[src/rtl/eth_mem_arbiter.sv]
// eth_mem_arbiter: shares one APB master between RX and TX DMA with round-robin, burst lock and timeout abort
module eth_mem_arbiter #(
    parameter int TIMEOUT   = 64,
    parameter int MAX_BURST = 16
) (
    input  logic        pclk_i,
    input  logic        prst_i,
    input  logic        rx_req_i,
    input  logic        tx_req_i,
    input  logic        rx_write_i,
    input  logic        tx_write_i,
    input  logic [31:0] rx_addr_i,
    input  logic [31:0] tx_addr_i,
    input  logic [31:0] rx_wdata_i,
    input  logic [31:0] tx_wdata_i,
    input  logic        rx_lock_i,
    input  logic        tx_lock_i,
    output logic        rx_done_o,
    output logic        tx_done_o,
    output logic        rx_err_o,
    output logic        tx_err_o,
    output logic [31:0] rdata_o,
    output logic        m_psel_o,
    output logic        m_penable_o,
    output logic        m_pwrite_o,
    output logic [31:0] m_paddr_o,
    output logic [31:0] m_pwdata_o,
    input  logic [31:0] m_prdata_i,
    input  logic        m_pready_i
);
    localparam int TW = $clog2(TIMEOUT + 1);
    localparam int BW = $clog2(MAX_BURST + 1);

    typedef enum logic [1:0] {S_IDLE, S_SETUP, S_ACCESS, S_DONE} state_t;

    state_t        r_state, w_next;
    logic          r_owner, r_last_owner, r_lock, r_err, r_pwrite;
    logic [BW-1:0] r_burst_cnt;
    logic [TW-1:0] r_tcnt;
    logic [31:0]   r_paddr, r_pwdata, r_rdata;
    logic          w_any, w_lock_hit, w_grant, w_timeout, w_finish;

    // Owner selection (owner 0 = RX, 1 = TX) and next-state decode
    always_comb begin
        w_any      = rx_req_i | tx_req_i;
        w_lock_hit = r_lock && (r_burst_cnt < BW'(MAX_BURST)) && (r_last_owner ? tx_req_i : rx_req_i);
        w_grant    = w_lock_hit ? r_last_owner : (rx_req_i && tx_req_i) ? ~r_last_owner : tx_req_i;
        w_timeout  = r_tcnt == TW'(TIMEOUT - 1);
        w_finish   = m_pready_i || w_timeout;
        w_next     = r_state;
        case (r_state)
            S_IDLE:   w_next = w_any ? S_SETUP : S_IDLE;
            S_SETUP:  w_next = S_ACCESS;
            S_ACCESS: w_next = w_finish ? S_DONE : S_ACCESS;
            default:  w_next = S_IDLE;
        endcase
    end

    // FSM state register
    always_ff @(posedge pclk_i) begin
        if (prst_i) r_state <= S_IDLE;
        else        r_state <= w_next;
    end

    // Grant latching, wait counting, completion capture and lock sampling
    always_ff @(posedge pclk_i) begin
        if (prst_i) begin
            r_owner      <= 1'b0;
            r_last_owner <= 1'b1;
            r_lock       <= 1'b0;
            r_err        <= 1'b0;
            r_burst_cnt  <= '0;
            r_tcnt       <= '0;
            r_pwrite     <= 1'b0;
            r_paddr      <= '0;
            r_pwdata     <= '0;
            r_rdata      <= '0;
        end else begin
            if (r_state == S_IDLE && w_any) begin
                r_owner     <= w_grant;
                r_burst_cnt <= w_lock_hit ? r_burst_cnt + BW'(1) : BW'(1);
                r_tcnt      <= '0;
                r_pwrite    <= w_grant ? tx_write_i : rx_write_i;
                r_paddr     <= w_grant ? tx_addr_i  : rx_addr_i;
                r_pwdata    <= w_grant ? tx_wdata_i : rx_wdata_i;
            end
            if (r_state == S_ACCESS && !w_finish) r_tcnt <= r_tcnt + TW'(1);
            if (r_state == S_ACCESS && w_finish) begin
                r_err   <= ~m_pready_i;
                r_rdata <= (m_pready_i && !r_pwrite) ? m_prdata_i : '0;
            end
            if (r_state == S_DONE) begin
                r_last_owner <= r_owner;
                r_lock       <= r_owner ? tx_lock_i : rx_lock_i;
            end
        end
    end

    assign m_psel_o    = (r_state == S_SETUP) || (r_state == S_ACCESS);
    assign m_penable_o = r_state == S_ACCESS;
    assign m_pwrite_o  = r_pwrite;
    assign m_paddr_o   = r_paddr;
    assign m_pwdata_o  = r_pwdata;
    assign rdata_o     = r_rdata;
    assign rx_done_o   = (r_state == S_DONE) && !r_owner;
    assign tx_done_o   = (r_state == S_DONE) && r_owner;
    assign rx_err_o    = rx_done_o && r_err;
    assign tx_err_o    = tx_done_o && r_err;
endmodule

[config.mk]
export PLATFORM = sky130hd
export DESIGN_NAME = eth_mem_arbiter
export DESIGN_NICKNAME = d
export VERILOG_FILES = /design/src/rtl/eth_mem_arbiter.sv
export SDC_FILE = /design/constraint.sdc
export NUM_CORES = 1
export LEC_CHECK = 0
export CAP_MARGIN = 30
export CORE_ASPECT_RATIO = 1.1
export CORE_UTILIZATION = 42
export CTS_CLUSTER_SIZE = 40
export DETAILED_ROUTE_END_ITERATION = 6
export GPL_ROUTABILITY_DRIVEN = 0
export HOLD_SLACK_MARGIN = 0.05
export PLACE_DENSITY_LB_ADDON = 0.1
export SLEW_MARGIN = 20
export SYNTH_ARGS = -nofsm -noshare
export SYNTH_HDL_FRONTEND = slang
export SYNTH_SLANG_ARGS = --single-unit
export TNS_END_PERCENT = 20
[constraint.sdc]
create_clock -name pclk_i -period 3 [get_ports pclk_i]
set_input_delay 0.6 -clock pclk_i [delete_from_list [all_inputs] [get_ports pclk_i]]
set_output_delay 0.6 -clock pclk_i [all_outputs]
set_load 0.02 [all_outputs]
==> results of run 1 <==
[worst register-to-register path, cell delays in order (launching register included)]
cell      delay [ns]
dfxtp_1         0.40
ha_1            0.22
nand3_1         0.18
nor3_1          0.45
o21ai_4         0.08
buf_4           0.31
a211oi_1        0.27
[registers in the layout (all words and copies together) (netlist names), 2 cells and up]
register,count
r_state,2
r_burst_cnt,5
r_tcnt,7
m_pwdata_o,32
rdata_o,32
m_paddr_o,32
[layout by cell type (no fill, tap or decap), drive strengths merged, types with 2 or more instances in the layout]
master and count:
and2 2, a32oi 2, nor3 4, clkdlybuf4s50 270
nand3 6, nand2 68, a211oi 54, nor2b 3
nor2 60, clkbuf 25, inv 5, dfxtp 115
or3 2, nand3b 3, and3 4, clkinv 4
a21oi 22, mux2i 99, buf 11, ha 5
o21ai 22
[logic make-up (layout without fill, tap and decap cells)]
family,Yosys count,after routing,synth area share [%]
AND/OR/NAND/NOR,156,156,13.1
flip-flops,115,115,46.2
AO/OA/AOI/OAI,108,108,14.5
multiplexers,99,99,19.9
buffers and inverters,45,316,4.72
adder cells (fa/ha/maj),5,5,1.26
XOR/XNOR,2,2,0.352
[report_power, final]
| group | internal, mW | switching, mW |
|---|---|---|
| Combinational | 0.817 | 0.857 |
| Clock | 1.23 | 0.642 |
| Sequential | 1.75 | 0.118 |
[final cells by class]
type | instances | area, sq um
Fill cell | 880 | 3140
Timing Repair Buffer | 281 | 2810
Multi-Input combinational cell | 370 | 2470
Sequential cell | 115 | 2300
Clock buffer | 25 | 505
Tap cell | 150 | 188
Clock inverter | 5 | 50.0
Inverter | 5 | 18.8
[metal layers]
| layer | vias up | wire (um) | GRT usage [%] |
|---|---|---|---|
| li1 | 2399 | - | - |
| met1 | 2274 | 5400 | 23.3 |
| met2 | 183 | 7470 | 43.4 |
| met3 | 29 | 1270 | 8.98 |
| met4 | 0 | 393 | 10.9 |
| met5 | - | 0 | 0 |
[cell usage after synthesis]
| master | instances |
|---|---|
| dfxtp_1 | 115 |
| mux2i_1 | 99 |
| nand2_1 | 68 |
| nor2_1 | 60 |
| a211oi_1 | 54 |
| clkbuf_1 | 26 |
| a21oi_1 | 22 |
| o21ai_0 | 21 |
| buf_6 | 7 |
| nand3_1 | 6 |
| ha_1 | 5 |
| inv_1 | 5 |
| and3_1 | 4 |
| nor3_1 | 4 |
| buf_4 | 3 |
| nand3b_1 | 3 |
| nor2b_1 | 3 |
| a32oi_1 | 2 |
| and2_1 | 2 |
| buf_1 | 2 |
| buf_2 | 2 |
| or3_1 | 2 |
| a211o_1 | 1 |
| a21o_1 | 1 |
| a22oi_1 | 1 |
| a2bb2oi_1 | 1 |
| a41o_1 | 1 |
| nand2b_1 | 1 |
| nand4_1 | 1 |
| nand4bb_1 | 1 |
| nor3b_1 | 1 |
| o211ai_2 | 1 |
| o21a_1 | 1 |
| o21ai_2 | 1 |
| o31ai_2 | 1 |
| xnor2_1 | 1 |
| xor2_1 | 1 |
[metrics by stage]
stage / hold WS (ns) / instances / util [%]
after global routing: 0.474 / 951 / 72.6
final: 0.460 / 951 / 72.6
after floorplan: 0.449 / 530 / -
after global placement: 0.444 / 921 / 67.8
after detailed placement: 0.455 / 921 / 67.8
after CTS: 0.461 / 951 / 72.6
[worst paths after layout]
kind / from / end / slack, ns / depth (start not counted)
hold reg to reg: rdata_o[31]$_SDFFE_PP0P_ / rdata_o[31]$_SDFFE_PP0P_ / 0.46 / 2
hold / removal: rdata_o[31]$_SDFFE_PP0P_ / rdata_o[31]$_SDFFE_PP0P_ / 0.46 / 2
setup reg to reg: r_tcnt[0]$_SDFFE_PP0P_ / r_state[0]$_SDFF_PP0_ / 1.00 / 6
setup / recovery: r_state[1]$_SDFF_PP0_ / rx_err_o / 0.42 / 5
==> results, run 1 <==
- The final design instance area without fill is 8350 sq um.
- The minimum setup slack after placement is 0.521 ns.
- By area the synthesized netlist is led by dfxtp_1 (46%), mux2i_1 (20%), a211oi_1 (8.1%).
- The cell family contributing the most delay on the critical path is buffers and inverters.
- The total power is 5.42 mW.
- The max-capacitance violation count is 0.
- The number of buffers on the longest clock path is 2.
- The via count of the first global-routing pass is 4808.
- The maximum VDD drop is 0.396 mV.
- Walking the worst path, the cells encountered are ha_1 -> inv_1 -> nor2_1 -> and2_1 -> clkdlybuf4s50_1.
- The flow ran to the end, and the final reports show no timing, DRC or antenna violations.
- The net count of the finished layout is 964.
- The arrival time of the worst setup path is 1.98 ns.
- The post-synthesis to final-layout area growth is 67.5%.
- The power density over cell area is 649 nW/um^2.
- Measured along the x axis, the die boundary spans 106 um.
- The top-area cell type share of the netlist area is 46.2%.
- The die covers 12300 sq um.
- After detailed routing, the average wire length per cell comes to 15.3 um.
- The portion of the clock cycle consumed by the worst path in the final layout is 86.1%.
- The number of antenna violations at the first check in global routing is 0.
- The number of nets in the synthesized netlist is 704.
- The number of levels in the clock H-tree is 4.
- Cells with a size suffix above 1 make up 5.37% of the layout.
- The worst setup path is launched from a flop.
- The number of endpoints with negative hold slack in the final report is 0.
- The detail-routed via count per cell is 5.14.
- Counting both buffers and inverters, the worst setup path holds a total of 2.
- Counting the buffers created by CTS gives 17.
- Once the clock tree was built, the setup fixing pass inserted 0 buffers.
- Global routing finished with a remaining overflow of 0.
- Detailed placement finished with a half-perimeter wire length of 10.6 mm.
- The relative slew slack is 59.1%.
- The biggest cell delay along the critical path is 0.61 ns.
- The peak fanout along the critical path is 6.
- The buffer cell driving the clock tree root is clkbuf_16.
- The final layout contains routed wiring with a total length of 14.5 mm.
- For the final database, setup skew stands at 0.00905 ns.
- In this run, synthesis produced a sequential element count of 115.
- The count of boundary I/O pins is 272.
- The clock-pin slew of the registers on the worst-case setup and hold paths is 0.05 ns.
- The pin count of the biggest net entering global routing is 88.
- The residual antenna-violating net count after detailed routing is 0.
- The overall fraction of global-route tracks in use is 23.4%.
- In this run the mean area of a mapped cell was 9.40 sq um.
- Setup repair after global routing left no endpoint under its margin.
- The final max-slew violation count is 0.
- The worst setup path is of the reg -> out kind.
- The biggest area consumer among synthesized cells is dfxtp_1.
- The number of detailed-routing iterations run before antenna repair is 4.
- The count of final setup violators is 0.
- The netlist uses 37 different library cells.
- The count of clock tree sinks is 115.
- The count of antenna diodes in the layout is 0.
- The clock insertion delay at the later pin of the skew report is 0.40 ns.
- Based on the critical path, the design can be clocked at up to 387 MHz.
- The DRC marker count from the first detailed-route iteration is 177.
- The summed instance area of the synthesized netlist is 4980 sq um.
- The height of the die is 116 um.
- The final critical-path required period is 2.58 ns.
- At the pin with the least slew margin, the transition time is 0.608 ns.
- The TritonCTS clock tree is yes.
- The first-pass GRT wire length is 22.6 mm.
- The data required time at the worst endpoint is 2.40 ns.
- The analysis attributes to cell leakage a power of 3.57 nW.
- Across all layers, the routed design uses 4885 vias.
- In this run, post-CTS hold repair placed 0 buffers.
- The tightest min-delay check is of the reg -> reg type.
- The post-place instance area is 7790 sq um.
- For the final routed database, the setup TNS stands at 0 ns.
- The core region is 11500 sq um.
- STA classifies the critical path endpoint as an output port.
- Once the floorplan was initialized, standard cells occupied 43.4% of the core.
- The slowest library cell on the worst path is clkdlybuf4s50_1.
- The number of I/O port buffers is 271.
- The total of cells resized after clock tree synthesis is 0.
- For this run, design rule violations remaining after detail routing come to 0.
- During synthesis, Yosys emitted a total of 0 warnings.
- The final setup slack of the worst path is 0.418 ns.
- Synthesis handed over a netlist of 530 instances.
- Of the synthesized area, sequential elements account for 46.2%.
- Row generation in the floorplan step produced 41 rows.
No activity file was read; power rests on OpenSTA's default activity.
==> inputs of run 2 (changes only) <==
PLACE_DENSITY = 0.94   (was not set)
PLACE_DENSITY_LB_ADDON = not set   (was 0.1)
==> results, run 2 (same netlist as run 1, synthesis figures left out) <==
- The transition time at the pin with the least slew margin is 0.842 ns (was 0.608 ns).
- Status: finished clean (unchanged).
- The row count is 41 (unchanged).
- The portion of the clock cycle consumed by the worst path in the final layout is 87.5% (was 86.1%).
- The power density over cell area came to 663 nW/um^2 (was 649 nW/um^2).
- The number of fill cells is 777 (was 880).
- The data required time at the worst endpoint is 2.40 ns (about the same).
- The launch instance of the worst register-to-register path is r_lock$_SDFFE_PP0N_ (was r_tcnt[0]$_SDFFE_PP0P_).
- The post-detailed-placement half-perimeter wirelength came to 11.4 mm (was 10.6 mm).
- The maximum clock frequency is 381 MHz (was 387 MHz).
- The relative slew slack is 43.6% (was 59.1%).
- The buffer cell driving the clock tree root is clkbuf_16 (unchanged).
- The number of buffers added for setup after CTS was 0 (unchanged).
- The flip-flop and latch area was 2300 sq um (unchanged).
- The maximum VDD drop is 0.357 mV (was 0.396 mV).
- The logic depth of the worst register-to-register path is 5 (was 6).
- The total leakage power was 3.60 nW (was 3.57 nW).
- The core region area is 11500 sq um (unchanged).
- The overall fraction of global-route tracks in use was 24.8% (was 23.4%).
- The max-capacitance violation count was 0 (unchanged).
- The arrival time of the worst setup path is 2.02 ns (was 1.98 ns).
- The count of antenna diodes in the layout is 0 (unchanged).
- The count of final setup violators was 0 (unchanged).
- The DRC marker count from the first detailed-route iteration was 236 (was 177).
- The final max-slew violation count was 0 (unchanged).
- The footprint of the multi-input gates was 2470 sq um (unchanged).
- The cell count along the critical path is 5 (unchanged).
- The count of boundary I/O pins is 272 (unchanged).
- Cells traversed along the worst timing path: ha_1 -> inv_1 -> nor2_1 -> and2_1 -> clkdlybuf4s50_1 (unchanged).
- The clock insertion delay at the later pin of the skew report is 0.40 ns (about the same).
- The detail-routed via count per cell is 5.17 (was 5.14).
- The clock-pin slew of the registers on the worst-case setup and hold paths was 0.05 ns (about the same).
- The count of clock tree sinks is 115 (unchanged).
- The floorplan die width is 106 um (unchanged).
- The number of levels in the clock H-tree is 4 (unchanged).
- The number of I/O port buffers is 271 (unchanged).
- The residual antenna-violating net count after detailed routing came to 0 (unchanged).
- The initial core utilization is 43.4% (unchanged).
- The worst min-delay path class was reg -> reg (unchanged).
- The TritonCTS clock tree is yes (unchanged).
- The startpoint of the worst hold path is rdata_o[15]$_SDFFE_PP0P_ (was rdata_o[31]$_SDFFE_PP0P_).
- The reg-to-reg endpoint is m_paddr_o[10]$_SDFFE_PP0P_ (was r_state[0]$_SDFF_PP0_).
- The most common cell after layout, fill and taps aside was clkdlybuf4s50_1 (unchanged).
- The post-place instance area is 7830 sq um (was 7790 sq um).
- The final critical-path required period is 2.62 ns (was 2.58 ns).
- The number of buffer and inverter instances along the worst setup path is 2 (unchanged).
- The worst min-delay path endpoint is rdata_o[15]$_SDFFE_PP0P_ (was rdata_o[31]$_SDFFE_PP0P_).
- The final design instance area without fill is 8420 sq um (was 8350 sq um).
- The cell type group with the largest total delay on the critical path is buffers and inverters (unchanged).
- The total die area was 12300 sq um (unchanged).
- The element type at the critical path end was an output port (unchanged).
- The reg-to-reg setup timing slack is 0.86 ns (was 1.00 ns).
- The number of buffers added to fix hold violations after cts is 0 (unchanged).
- The average routed wire per standard cell is 16.5 um (was 15.3 um).
- The post-route core utilization was 73.3% (was 72.6%).
- The net count of the finished layout is 966 (was 964).
- The worst setup path category is reg -> out (unchanged).
- The slowest library cell on the worst path is clkdlybuf4s50_1 (unchanged).
- The worst clock skew came to 0.00836 ns (was 0.00905 ns).
- The number of antenna violations at the first check in global routing is 1 (was 0).
- The final wirelength came to 15.7 mm (was 14.5 mm).
- The biggest cell delay along the critical path is 0.60 ns (was 0.61 ns).
- Most frequent cells in the layout: clkdlybuf4s50_1 (270), dfxtp_1 (115), mux2i_1 (99) (unchanged).
- The element type at the critical path start is a flop (unchanged).
- The number of buffers on the longest clock path is 2 (unchanged).
- The pin count of the biggest net entering global routing was 49 (was 88).
- The height of the die was 116 um (unchanged).
- The number of detailed-routing iterations run before antenna repair is 4 (unchanged).
- The residual DRC count is 0 (unchanged).
- The number of endpoints with negative hold slack in the final report is 0 (unchanged).
- Unrepaired setup endpoints after global routing: false (unchanged).
- The number of clock buffers inserted by TritonCTS is 17 (unchanged).
- The total of cells resized after clock tree synthesis is 0 (unchanged).
- The ratio of cells with drive above 1 in the final layout came to 5.96% (was 5.37%).
- The number of cells on the worst hold path was 2 (unchanged).
- The setup TNS is 0 ns (unchanged).
- The peak fanout along the critical path is 6 (unchanged).
- The overall via count from detail_route was 4939 (was 4885).
- The final global-route overflow total is 0 (unchanged).
- The first-pass GRT wire length was 24.0 mm (was 22.6 mm).
- The via count of the first global-routing pass is 4983 (was 4808).
- The post-synthesis to final-layout area growth came to 69.0% (was 67.5%).
run 2: cell count changes in the layout (fill, tap and decap cells not counted), sizes merged:
| cell | before | now |
|---|---|---|
| buf | 11 | 13 |
| clkinvlp | 0 | 3 |
| bufinv | 1 | 2 |
| clkbuf | 25 | 23 |
run 2: tightest hold or removal path: stages, from the launching register on:
cell and delay (ns):
dfxtp_1 0.30, nand2_1 0.05, mux2i_1 0.05
run 2: stage by stage:
step	cells	hold slack (ns)	setup slack (ns)	total power, mW
3_3_place_gp	923	0.446	0.306	3.55
5_1_grt	955	0.480	0.258	5.83
3_5_place_dp	923	0.454	0.164	3.61
2_1_floorplan	530	0.449	1.17	2.77
6_report	955	0.457	0.376	5.59
4_1_cts	955	0.460	0.369	5.62
run 2: routing by layer:
metal / global-route usage, % / vias to the layer above / part of all wire [%] / wire, um
met5: 0 / - / 0.051 / 8
met2: 45.8 / 209 / 51 / 8070
met1: 26.6 / 2298 / 40 / 6270
met4: 10.1 / 2 / 2.0 / 316
met3: 7.48 / 29 / 6.8 / 1080
li1: - / 2401 / - / -
run 2: worst max path at each step:
stage | startpoint | end | slack [ns]
CTS | r_state[1]$_SDFF_PP0_ | rx_err_o | 0.37
global placement | rx_req_i | m_paddr_o[6]$_SDFFE_PP0P_ | 0.31
floorplan | r_state[1]$_SDFF_PP0_ | rx_err_o | 1.17
finish | r_state[1]$_SDFF_PP0_ | rx_err_o | 0.38
detailed placement | rx_req_i | m_paddr_o[10]$_SDFFE_PP0P_ | 0.16
global route | r_state[1]$_SDFF_PP0_ | rx_err_o | 0.26
run 2: layout make-up:
class | count | area share [%]
clock inverters | 9 | 1.22
well taps | 150 | 2.23
inverters | 5 | 0.223
multi-input cells | 370 | 29.4
flip-flops and latches | 115 | 27.3
repair buffers | 283 | 33.8
clock buffers | 23 | 5.79
run 2: power breakdown:
part / internal, mW / switching [mW] / total, mW
clock: 1.30 / 0.679 / 1.98
combinational: 0.845 / 0.877 / 1.72
sequential: 1.75 / 0.130 / 1.88
total: 3.90 / 1.69 / 5.59
